==> src/rtl/fix_to_float.sv <==
// Signed fixed-point to {sign, biased exponent, mantissa} float converter.
// Normalises iteratively (one left shift per cycle) behind ready/valid handshakes.
module fix_to_float #(
    parameter int n_int  = 8,
    parameter int n_mant = 23,
    parameter int n_exp  = 8,
    parameter int n_frac = 23
) (
    input  logic                        clk,
    input  logic                        rst_n,
    input  logic signed [n_int+n_mant:0] in,
    input  logic                        in_valid,
    output logic                        in_ready,
    output logic [n_exp+n_frac:0]       out,
    output logic                        out_valid,
    input  logic                        out_ready
);
    localparam int W    = n_int + n_mant + 1;
    localparam int BIAS = (1 << (n_exp - 1)) - 1;
    localparam int KW   = $clog2(W) + 1;
    localparam int EW   = ((n_exp > $clog2(W)) ? n_exp : $clog2(W)) + 2;

    localparam logic [1:0] IDLE = 2'd0;
    localparam logic [1:0] NORM = 2'd1;
    localparam logic [1:0] DONE = 2'd2;

    localparam logic signed [EW-1:0] EXP_OFFSET = EW'(BIAS + n_int);
    localparam logic signed [EW-1:0] EXP_SAT    = EW'((1 << n_exp) - 1);
    localparam logic [n_exp-1:0]     EXP_MAX    = n_exp'((1 << n_exp) - 2);

    logic [1:0]              state;
    logic [W-1:0]            mag;
    logic [KW-1:0]           k;
    logic                    sign;
    logic                    zero;
    logic [W-1:0]            in_mag;
    logic signed [EW-1:0]    k_s;
    logic signed [EW-1:0]    exp_calc;
    logic [W-2+n_frac:0]     frac_wide;
    logic [n_frac-1:0]       frac_field;
    logic [n_exp+n_frac:0]   result;

    // The most negative operand negates to 2^(W-1), which is still correct as unsigned.
    assign in_mag = in[W-1] ? $unsigned(-in) : $unsigned(in);

    assign k_s      = EW'(k);
    assign exp_calc = EXP_OFFSET - k_s;

    // Appending zeros covers both truncation and right-padding of the mantissa.
    assign frac_wide  = {mag[W-2:0], {n_frac{1'b0}}};
    assign frac_field = frac_wide[W-2+n_frac -: n_frac];

    always_comb begin
        result = '0;
        if (zero) begin
            result = '0;
        end else if (exp_calc >= EXP_SAT) begin
            result = {sign, EXP_MAX, {n_frac{1'b1}}};
        end else if (exp_calc <= 0) begin
            result = '0;
        end else begin
            result = {sign, exp_calc[n_exp-1:0], frac_field};
        end
    end

    always_ff @(posedge clk or negedge rst_n) begin
        if (!rst_n) begin
            state <= IDLE;
            mag   <= '0;
            k     <= '0;
            sign  <= 1'b0;
            zero  <= 1'b0;
            out   <= '0;
        end else begin
            case (state)
                IDLE: begin
                    if (in_valid) begin
                        sign  <= in[W-1];
                        mag   <= in_mag;
                        k     <= '0;
                        zero  <= (in == '0);
                        state <= NORM;
                    end
                end
                NORM: begin
                    if (zero || mag[W-1]) begin
                        out   <= result;
                        state <= DONE;
                    end else begin
                        mag <= mag << 1;
                        k   <= k + 1'b1;
                    end
                end
                DONE: begin
                    if (out_ready) begin
                        state <= IDLE;
                    end
                end
                default: state <= IDLE;
            endcase
        end
    end

    assign in_ready  = (state == IDLE);
    assign out_valid = (state == DONE);

endmodule

==> config.mk <==
export PLATFORM = sky130hd
export DESIGN_NAME = fix_to_float
export DESIGN_NICKNAME = d
export VERILOG_FILES = /design/src/rtl/fix_to_float.sv
export SDC_FILE = /design/constraint.sdc
export NUM_CORES = 1
export LEC_CHECK = 0
export CAP_MARGIN = 40
export CORE_AREA = 2 2 164 86
export CTS_BUF_LIST = sky130_fd_sc_hd__clkbuf_8
export CTS_CLUSTER_DIAMETER = 60
export DETAILED_ROUTE_END_ITERATION = 8
export DIE_AREA = 0 0 166 88
export PLACE_DENSITY = 0.52
export SYNTH_ARGS = -nofsm -noshare
export SYNTH_HDL_FRONTEND = slang
export SYNTH_SLANG_ARGS = --single-unit
==> constraint.sdc <==
create_clock -name clk -period 3.55 [get_ports clk]
set_clock_uncertainty 0.1 [all_clocks]
set_input_delay 0.5325 -clock clk [delete_from_list [all_inputs] [get_ports clk]]
set_output_delay 0.5325 -clock clk [all_outputs]
set_load 0.03 [all_outputs]
==> metrics.md <==
| Metric | Value |
|---|---|
| Status | `finished, final reports clean` |
| Global-route wire length before repair | `17.4 mm` |
| Max_cap viols | `0` |
| Area Growth Syn to Fin | `29.0%` |
| Final critical-path required period | `2.82 ns` |
| Element type at the critical path start | `primary input` |
| Slew Viols, Final | `0` |
| All-Layer GR Usage | `0.152` |
| PortBufs | `69` |
| Vias in the first global route | `3093` |
| Worst min path class | `in2async` |
| Die width | `166 um` |
| Antenna diode instance count | `0` |
| Synthesized cell area | `0.00385 mm2` |
| Critical path class | `in2reg` |
| CTS Root Cell | `clkbuf_8` |
| Worst EP required | `3.69 ns` |
| Crit-path max FO | `10` |
| Max Buffers Root-to-Sink | `2` |
| DR WL met2 | `4.01 mm` |
| Synth unique cells | `45` |
| Gr ovfl total | `0` |
| CTS Buf Count | `9` |
| Yosys reg bits | `74` |
| CP top delay family | `simple AND/OR/NAND/NOR gates` |
| Biggest area consumer among synthesized cells | `dfrtp_1` |
| Fmax | `354 MHz` |
| Synth top area share | `0.481` |
| CTS tree | `built` |
| Post-Synth Adder-Cell Area | `0.0227` |
| Worst endpoint data arrival time | `2.96 ns` |
| Post CTS Setup Buffer Count | `0` |
| Leak | `2.03 nW` |
| CTS Sinks | `74` |
| Critical path cell sequence | `clkdlybuf4s50_1 -> inv_1 -> ha_1 -> or3b_2 -> nand4b_2 -> o41ai_1 -> xor2_1 -> o22ai_1` |
| CTS Hold Bufs | `0` |
| I/O pins | `70` |
| Dpl hpwl | `7.96 mm` |
| Synth Area in XOR/XNOR | `0.0705` |
| Commonest non-fill, non-tap cells in the layout | `dfrtp_1, clkdlybuf4s50_1, nand2_1` |
| Highest metal used | `met4` |
| Slew @ Worst Pin | `0.825 ns` |
| Fin Setup TNS | `0 ns` |
| # rows | `30` |
| Metal1 wirelength | `5.87 mm` |
| CP max stage delay | `0.57 ns` |
| Main synth FF type | `dfrtp_1` |
| Post-cts resize count | `0` |
| Initial detailed-routing violation count | `233` |
| Worst-Skew Late Latency | `0.36 ns` |
| Synth Area in Compound Gates | `0.227` |
| Vias | `3270` |
| Most common cell after layout, fill and taps aside | `dfrtp_1` |
| EDFF count, synth | `0` |
| Post-synthesis sequential area ratio | `0.481` |
| Worst setup EP type | `register` |
| RD Place Congestion | `0.770` |
| Final worst slack | `0.728 ns` |
| Pwr dens | `811 mW/mm2` |
| Final period util | `0.795` |
| Initial antenna violation count | `0` |
| WL/cell | `16.9 um` |
| Post-synthesis simple-gate area fraction | `0.153` |
| Synth area leaders | `dfrtp_1, a221o_1, xor2_1` |
| Worst-path clk slew | `0.09 ns` |
| Hold slack | `0.0310 ns` |
| Post-DRT Antenna Nets | `0` |
| RSZ-0062 raised after global routing | `false` |
| Fin nets | `498` |
| Layout cells sized above 1 | `0.102` |
| WP buf/inv | `2` |
| Warnings, synthesis | `0` |
| Final-report hold violation count | `0` |
| Detailed-route wire length | `10.7 mm` |
| Die area | `0.0146 mm2` |
| Initial Util | `0.292` |
| CP max-delay cell | `or3b_2` |
| Syn Area/Cell | `9.93 um2` |
| Worst slack at placement | `0.347 ns` |
| Post-Synthesis Cells | `388` |
| Pre-Repair DR Iteration Count | `4` |
| Largest net degree at the start of global routing | `41` |
| Core area | `0.0132 mm2` |
| Die Y | `88 um` |
| Via-to-Cell Ratio | `5.14` |
| WL met3 | `819 um` |
| Post-synth net total | `431` |
| CTS H-tree depth | `3` |
| DRC viols | `0` |
| Async SR Flop Fraction | `1.00` |
| Combinational family with the most area after synthesis | `compound AO/OA/AOI/OAI gates` |
| Worst slew margin | `0.445` |
| Setup violators final | `0` |
| Mux contribution to synthesized area | `0.00779` |
| Max VDD drop | `0.386 mV` |
[kinds of logic after synthesis]
logic type / count (synthesis)
AOI/OAI and AO/OA: 119
and+or+nand+nor: 117
DFF: 74
buffers and inverters: 37
xor gates and xnor gates: 31
adders and majority gates: 7
muxes: 3
[metrics by stage]
step                      cell area (um2)  total power [mW]   util  std cells
after global routing                 4970              4.33  0.377        636
final                                4970              4.03  0.377        636
after global placement               4750              3.39  0.361        617
after CTS                            4970              4.07  0.377        636
after detailed placement             4790              3.45  0.363        620
after floorplan                      3850              2.66      -        388
[worst register-to-register path, cell delays in order, from the launching register on]
cell     delay (ns)
dfrtp_1        0.49
inv_1          0.11
ha_1           0.32
and3_1         0.15
a31oi_1        0.04
nor4_1         0.45
nor3b_2        0.31
buf_4          0.24
a221o_1        0.14
[power breakdown]
part	leakage (nW)	internal (mW)	switching, mW
sequential	0.920	1.22	0.296
combinational	1.02	0.794	1.10
clock	0.0872	0.264	0.355
[layout make-up]
| cell class | count | area [um2] |
|---|---|---|
| clock buffers | 9 | 124 |
| clock inverters | 7 | 58.8 |
| fillers | 1328 | 8200 |
| inverters | 9 | 33.8 |
| multi-input cells | 277 | 1870 |
| flip-flops and latches | 74 | 1850 |
| well taps | 176 | 220 |
| repair buffers | 84 | 810 |
[synth_stat cells (3+ instances only)]
cell      instances
dfrtp_1          74
nor4_1            7
o21ai_0          24
inv_1             8
o22ai_1          11
a221o_1          24
buf_1             5
nor2_1           28
clkbuf_1         20
nor2b_1           3
a21oi_1          17
nand3_1          10
o211ai_1          8
ha_1              7
o41ai_1           7
nor3_1            3
o31ai_1          17
or3_1             8
o41ai_2           3
xor2_1           23
nand2_1          38
xnor2_1           8
mux2i_1           3
nand2b_1          5
[routing by layer]
| layer | global-route usage | vias to the layer above |
|---|---|---|
| li1 | - | 1584 |
| met1 | 0.242 | 1578 |
| met2 | 0.196 | 103 |
| met3 | 0.0479 | 5 |
| met4 | 0.0308 | 0 |
| met5 | 0 | - |
[sequential cells by signal, indices dropped and copies added, names as in the netlist]
register,flops
k,6
mag,32
out,32
sign,1
state,2
zero,1
[final timing paths]
check                                          from                   to  slack (ns)  cells after the start
worst max register to register     k[3]$_DFFE_PN0P_  out[17]$_DFFE_PN0P_        1.13                      8
max in group asynchronous                     rst_n  mag[28]$_DFFE_PN0P_        2.54                      2
worst max-delay path                          in[1]  mag[24]$_DFFE_PN0P_        0.73                      8
worst min register to register  out[26]$_DFFE_PN0P_  out[26]$_DFFE_PN0P_        0.38                      2
min in group clk                out[26]$_DFFE_PN0P_  out[26]$_DFFE_PN0P_        0.38                      2
worst min-delay path                          rst_n  out[26]$_DFFE_PN0P_        0.03                      1
(Power assumes the default switching activity.)
